## config.mk

```make
export PLATFORM = sky130hd
export DESIGN_NAME = reg_writeback_queue
export DESIGN_NICKNAME = d
export VERILOG_FILES = /design/src/rtl/reg_writeback_queue.sv
export SDC_FILE = /design/constraint.sdc
export NUM_CORES = 1
export LEC_CHECK = 0
export ABC_AREA = 1
export ABC_CLOCK_PERIOD_IN_PS = 4650
export CAP_MARGIN = 40
export CELL_PAD_IN_SITES_DETAIL_PLACEMENT = 1
export CELL_PAD_IN_SITES_GLOBAL_PLACEMENT = 2
export CORE_MARGIN = 2
export CORE_UTILIZATION = 34
export DETAILED_ROUTE_END_ITERATION = 7
export PLACE_DENSITY = 0.85
export SLEW_MARGIN = 10
export SYNTH_ARGS = -nofsm -noshare
export SYNTH_HDL_FRONTEND = slang
export SYNTH_SLANG_ARGS = --single-unit
```

## constraint.sdc

```tcl
create_clock -name clk -period 4.65 [get_ports clk]
set_clock_uncertainty 0.2 [all_clocks]
set_input_delay 0.93 -clock clk [delete_from_list [all_inputs] [get_ports clk]]
set_output_delay 0.93 -clock clk [all_outputs]
set_load 0.01 [all_outputs]
```

## src/rtl/reg_writeback_queue.sv

```systemverilog
// In-order writeback FIFO feeding the 16x16 register file write port.
// Define WB_FORWARD_EN to compile in the pending-write forwarding lookup.
module reg_writeback_queue #(
    parameter int DEPTH  = 4,
    parameter int DATA_W = 16,
    parameter int ADDR_W = 4
) (
    input  logic                      clk,
    input  logic                      rst,
    input  logic                      mem_valid,
    output logic                      mem_ready,
    input  logic [ADDR_W-1:0]         mem_dst,
    input  logic [DATA_W-1:0]         mem_data,
    input  logic                      alu_valid,
    output logic                      alu_ready,
    input  logic [ADDR_W-1:0]         alu_dst,
    input  logic [DATA_W-1:0]         alu_data,
    input  logic                      hold,
    output logic [ADDR_W-1:0]         dst_reg,
    output logic [DATA_W-1:0]         dst_data,
    output logic                      write_reg,
    input  logic [ADDR_W-1:0]         q_reg1,
    input  logic [ADDR_W-1:0]         q_reg2,
    output logic                      q_hit1,
    output logic                      q_hit2,
    output logic [DATA_W-1:0]         q_data1,
    output logic [DATA_W-1:0]         q_data2,
    output logic [$clog2(DEPTH):0]    count
);

    localparam int PTR_W = $clog2(DEPTH);
    localparam int CNT_W = PTR_W + 1;
    localparam logic [CNT_W-1:0] FULL = CNT_W'(DEPTH);

    logic [ADDR_W-1:0] dst_mem  [DEPTH];
    logic [DATA_W-1:0] data_mem [DEPTH];
    logic [PTR_W-1:0]  head;
    logic [PTR_W-1:0]  tail;

    logic              not_full;
    logic              acc_mem;
    logic              acc_alu;
    logic [ADDR_W-1:0] acc_dst;
    logic [DATA_W-1:0] acc_data;
    logic              push;
    logic              pop;

    assign not_full  = (count < FULL);
    assign mem_ready = not_full;
    // Memory result belongs to the older instruction, so it always wins.
    assign alu_ready = not_full && !mem_valid;

    assign acc_mem  = mem_valid && mem_ready;
    assign acc_alu  = alu_valid && alu_ready;
    assign acc_dst  = acc_mem ? mem_dst  : alu_dst;
    assign acc_data = acc_mem ? mem_data : alu_data;
    assign push     = (acc_mem || acc_alu) && (acc_dst != '0);
    assign pop      = !hold && (count != '0);

    always_ff @(posedge clk) begin
        if (push) begin
            dst_mem[tail]  <= acc_dst;
            data_mem[tail] <= acc_data;
        end
    end

    always_ff @(posedge clk) begin
        if (!rst) begin
            head      <= '0;
            tail      <= '0;
            count     <= '0;
            write_reg <= 1'b0;
            dst_reg   <= '0;
            dst_data  <= '0;
        end else begin
            if (push) begin
                tail <= tail + PTR_W'(1);
            end
            if (pop) begin
                head      <= head + PTR_W'(1);
                dst_reg   <= dst_mem[head];
                dst_data  <= data_mem[head];
                write_reg <= 1'b1;
            end else begin
                write_reg <= 1'b0;
            end
            unique case (1'b1)
                push && !pop: count <= count + CNT_W'(1);
                pop && !push: count <= count - CNT_W'(1);
                default:      count <= count;
            endcase
        end
    end

`ifdef WB_FORWARD_EN
    logic [PTR_W-1:0] idx;

    // Scan oldest to youngest so the last match left standing is the newest.
    always_comb begin
        q_hit1  = 1'b0;
        q_hit2  = 1'b0;
        q_data1 = '0;
        q_data2 = '0;
        idx     = '0;
        if (write_reg && q_reg1 != '0 && dst_reg == q_reg1) begin
            q_hit1  = 1'b1;
            q_data1 = dst_data;
        end
        if (write_reg && q_reg2 != '0 && dst_reg == q_reg2) begin
            q_hit2  = 1'b1;
            q_data2 = dst_data;
        end
        for (int i = 0; i < DEPTH; i++) begin
            idx = head + PTR_W'(i);
            if (CNT_W'(i) < count) begin
                if (q_reg1 != '0 && dst_mem[idx] == q_reg1) begin
                    q_hit1  = 1'b1;
                    q_data1 = data_mem[idx];
                end
                if (q_reg2 != '0 && dst_mem[idx] == q_reg2) begin
                    q_hit2  = 1'b1;
                    q_data2 = data_mem[idx];
                end
            end
        end
    end
`else
    logic unused_q_regs;

    assign unused_q_regs = ^{q_reg1, q_reg2};
    assign q_hit1  = 1'b0;
    assign q_hit2  = 1'b0;
    assign q_data1 = '0;
    assign q_data2 = '0;
`endif

endmodule

```

## Word-level counts from Yosys, hierarchy flattened

Memory sizes are Yosys's and may differ from the RTL's. A register that Yosys moved wholly into a read port is not among the register bits.
Index checks and enable logic that the tools add are counted.

| word-level totals | value |
|---|---|
| register bits | 8 |
| bits in writable memories | 80 |
| bits of input ports | 53 |
| output and inout bits | 60 |
| word-level logic and storage cells | 34 |
| memories | 2 |

Memories:

| name | words | bits a word | rd ports | clocked after Yosys merged registers in | write ports | RTL line | RTL |
|---|---|---|---|---|---|---|---|
| data_mem | 4 | 16 | 1 | 1 | 1 | 36 | `logic [DATA_W-1:0] data_mem [DEPTH];` |
| dst_mem | 4 | 4 | 1 | 1 | 1 | 35 | `logic [ADDR_W-1:0] dst_mem [DEPTH];` |

| operators by class | value |
|---|---|
| $add $sub $neg | 4 |
| order comparisons | 1 |
| muxes and demuxes | 6 |
| reductions and logical operators | 17 |

Operators by type and width:

| kind | number |
|---|---|
| $mux 16 | 1 |
| $logic_and 1x1->1 | 7 |
| $logic_not 1->1 | 6 |
| $pmux 3 s2 | 1 |
| $add 2x1->2 const B | 2 |
| $mux 4 | 1 |
| $reduce_bool 4->1 | 1 |
| $add 3x1->3 const B | 1 |
| $lt 3x3->1 const B | 1 |
| $mux 1 | 3 |
| $reduce_bool 3->1 | 1 |
| $sub 3x1->3 const B | 1 |
| $reduce_bool 2->1 | 1 |
| $logic_or 1x1->1 | 1 |

## Depth between registers and ports, before layout

| depth | value |
|---|---|
| depth after elaboration | 8 |
| depth in mapped cells | 15 |
| gate-level depth less buffers | 14 |

## Worst setup path after synthesis

Ideal clock, no wire load.

| path | value |
|---|---|
| path kind | input -> register |
| start point | in mem_valid |
| end point | mem data_mem[0][0], enable pin |
| library setup time | 397 ps |
| arrival time | 2335 ps |
| data required time | 4053 ps |
| path slack | 1719 ps |
| stages on the path | 8 |
| path buffers | 1 |
| cells stage by stage | nand2_4 buf_6 nand2_2 nand2_2 nor2_2 nand2_2 nand2_2 nor2_1 |

| on the way | value |
|---|---|
| elaborated cells on any way between the ends | 10 |
| those cells by class | 3 x mux; 7 x reduce/logical |

RTL lines:

| element | RTL line | RTL |
|---|---|---|
| from (decl) | 10 | `input logic mem_valid,` |
| $logic_and 1x1->1 | 53 | `assign acc_mem = mem_valid && mem_ready;` |
| $mux 4 | 55 | `assign acc_dst = acc_mem ? mem_dst : alu_dst;` |
| via acc_dst[1] | 43 | `logic [ADDR_W-1:0] acc_dst;` |
| $reduce_bool 4->1 | 57 | `assign push = (acc_mem \|\| acc_alu) && (acc_dst != '0);` |
| $logic_and 1x1->1 | 57 |  |
| $mux 1 | 61 | `if (push) begin` |
| $mux 1 (implied by the code) | 63 | `data_mem[tail] <= acc_data;` |
| to (decl) | 36 |  |

The timed path passes the listed nets, and every way through them passes these cells.

## Final worst setup path

| path | value |
|---|---|
| start point | in mem_valid |
| end point | reg count[2] |

| on the way | value |
|---|---|
| elaborated cells on any way between the ends | 13 |
| those cells by class | 2 x mux; 11 x reduce/logical |

RTL lines:

| element | RTL line | RTL |
|---|---|---|
| $logic_and 1x1->1 * | 53 |  |
| $mux 4 * | 55 |  |
| via acc_dst[0] | 43 |  |
| $reduce_bool 4->1 * | 57 |  |
| $logic_and 1x1->1 * | 57 |  |
| $logic_not 1->1 | 89 | `pop && !push: count <= count - CNT_W'(1);` |
| $logic_and 1x1->1 | 89 |  |
| $pmux 3 s2 or $reduce_bool 2->1 (tied branches) | n/a |  |
| to (signal assigned) | 88 | `push && !pop: count <= count + CNT_W'(1);` |
| to (signal assigned) | 89 |  |
| to (signal assigned) | 90 | `default: count <= count;` |
| to (decl) | 28 | `output logic [$clog2(DEPTH):0] count` |

Mark *: on every way through the listed nets, which the timed path passes. The rest lies on a longest branch.
A chain may end at the register's enable or synchronous reset.

==> impl_metrics.csv <==
group,metric,value,unit
critical_path,crit_family,"simple AND/OR/NAND/NOR gates",
finish,final_cell_area,0.00573,mm²
yosys,synth_edf_count,80,
routing,wl_per_cell,16.2,µm
critical_path,worstRegToRegCells,14,
routing,vias,3137,
floorplanning,core-area,0.0132,mm²
placed_design,place_inst,643,
floorplanning,dieArea,0.0145,mm²
sta,finalCriticalPeriod,3.45,ns
floorplanning,initial_utilization,0.348,
yosys,synth_area,0.00461,mm²
global_routing,grt_use_total,0.153,
floorplanning,die_h,120,µm
sta,setup_viol,0,
critical_path,path_max_fanout,21,
global_routing,antenna_found_initial,0,
critical_path,rr_startpoint,"count[2]",
yosys,yosysTopAreaCellShare,0.521,
placed_design,place_congestion,0.710,
run_status,outcome,"finished, final reports clean",
sta,worstMarginPinSlew,0.829,ns
finish,final_cells,659,
power,p_sw_frac,0.319,
critical_path,slowest_delay,0.62,ns
power,seqPwrFrac,0.437,
floorplanning,io_pins,113,
critical_path,cp.arrival,3.48,ns
hold_path,worstHoldPathType,"reg -> reg",
yosys,synthArstFlopShare,0,
yosys,yosysMostFrequentCell,"nor2_1",
yosys,syn_area_per_cell,11.3,µm²
finish,area_delta_synth_final,24.3,%
routing,wirelength,10700,µm
critical_path,critPathLaunch,"mem_valid",
finish,antenna_cells,0,
critical_path,cp.required,4.68,ns
hold_path,min_from,"count[0]",
cts,clk_latency,0.34,ns
critical_path,path_buf_inv,2,
routing,drc,0,
global_routing,grt_max_degree,43,
sta,hold_violations,0,
sta,max_slew_margin,0.447,
floorplanning,dieWidth,120,µm
yosys,ys_ff_latch,108,
global_routing,grt_pass1_wl,16700,µm
power,powerDensity,559,mW/mm²
sta,rsz0062_at_grt,"false",
sta,clock.fmax,290,MHz
routing,vias_per_cell,4.76,
routing,drt-pass1-iter-count,4,
cts,htree_levels,3,
finish,drive_gt1_frac,0.116,
cts,clockBufferDepth,2,
power,leakagePower,2.08,nW
critical_path,start_kind,"input pin",
hold_path,hold_depth,2,
power,ir_drop,0.187,mV
critical_path,crit_slowest_cell,"clkdlybuf4s50_1",
finish,top_regs,"data_mem (64), dst_data (16), dst_mem (16)",
cts,clock-root-buffer,"clkbuf_16",
power,internal_power,2.18,mW
routing,drt-initial-drc-count,164,
cts,clk_pin_slew,0.07,ns
yosys,synth.largest_area_cell,"edfxtp_1",
power,power,3.20,mW
yosys,yosysWarningCount,0,
routing,antenna_left,0,
power,combPwrFrac,0.312,
cts,cts_tree,"yes",
placed_design,dpl_cell_area,0.00541,mm²
placed_design,portBuffers,70,
finish,largest_reg_flops,64,
yosys,syn_inst,409,
yosys,yosys-top-cells-count,"90 x nor2_1, 80 x edfxtp_1, 64 x o21ai_0",
finish,top_register,"data_mem",
sta,finalCritPeriodShare,0.742,
yosys,synthFlopType,"edfxtp_1",
sta,finalMaxSlewViolations,0,
yosys,ys_types,24,
critical_path,criticalPathCategory,"in -> reg",
sta,whs,0.312,ns
placed_design,dpl.hpwl,6940,µm
cts,cts_sinks,108,
global_routing,gr-total-overflow,0,
yosys,ys_top_cells_by_area,"edfxtp_1 52%, dfxtp_1 12%, nor2_1 7.3%",
sta,timing.setup.tns,0,ns
floorplanning,rows,42,
critical_path,path_cells,"clkdlybuf4s50_1 > nand2_4 > nand2_1 > nand2_1 > nor2_2 > nand2_2 > nand2_2 > ha_1 > inv_1 > fa_1 > a21oi_1 > o21ai_0 > o21ai_0 > a21oi_1",
critical_path,cp_num_cells,14,
yosys,seq_area_frac_synth,0.643,
cts,postCtsSetupBuffers,0,
cts,cts.repair.resized,0,
power,power_frac_clock,0.251,
critical_path,setup.worst_path.end_class,"flop",
flow_run,maxCapViolCount,0,
cts,numCtsBuffers,9,
global_routing,grt_pass1_vias,3248,
power,switchingPower,1.02,mW
cts,hold_buffers,0,
finish,nets,537,
## metrics by stage
| stage | util | setup slack (ns) |
|---|---|---|
| 2_1_floorplan | - | 1.72 |
| 5_1_grt | 0.433 | 0.941 |
| 3_3_place_gp | 0.404 | 0.856 |
| 4_1_cts | 0.433 | 1.17 |
| 6_report | 0.433 | 1.20 |
| 3_5_place_dp | 0.409 | 0.782 |
## power groups by stage
stage | registers (mW) | clock network (mW) | logic [mW]
finish | 1.40 | 0.805 | 0.998
global placement | 1.41 | 0 | 0.941
detailed placement | 1.42 | 0 | 1.01
global route | 1.42 | 0.863 | 1.11
CTS | 1.40 | 0.821 | 1.02
floorplan | 1.43 | 0 | 0.561
## tightest hold or removal path: stages (launching register included)
cell and delay [ns]:
dfxtp_1 0.32, inv_2 0.08, a21oi_1 0.06
## cell usage in the layout (no fill, tap or decap), drive strengths merged
cell type       n
mux2           16
edfxtp         80
buf             9
clkdlybuf4s50  70
inv            15
nand2          16
and3            1
nand3           7
clkinvlp        1
a21oi           7
bufinv          2
clkinv          3
ha              5
clkbuf         10
nor2           92
o21bai          1
conb           34
dfxtp          28
fa              1
o22ai          20
o21ai          65
## cell type report
class / count / area [µm²]
Timing Repair Buffer: 79 / 800
Tap cell: 176 / 220
Clock inverter: 6 / 88.8
Multi-Input combinational cell: 265 / 1370
Clock buffer: 10 / 229
Inverter: 15 / 56.3
Fill cell: 1472 / 7510
Sequential cell: 108 / 2960
## cells by family after synthesis
logic type,Yosys count,synth area share
AND/OR/NAND/NOR,116,0.103
flip-flops,108,0.643
AO/OA/AOI/OAI,93,0.108
buffers and inverters,69,0.0888
multiplexers,16,0.0391
adder cells (fa/ha/maj),6,0.0179
other,1,0.000814
## metal layers
metal	vias up	part of all wire	track usage
li1	1495	-	-
met1	1542	0.43	0.178
met2	88	0.52	0.275
met3	12	0.037	0.0264
met4	0	0.017	0.0632
met5	-	0	0
## worst paths after layout
path / endpoint / slack (ns)
hold / removal: count[0] / 0.31
hold reg to reg: count[0] / 0.31
setup / recovery: count[2] / 1.20
setup reg to reg: count[2] / 1.89
Power figures use the tool's default switching activity.
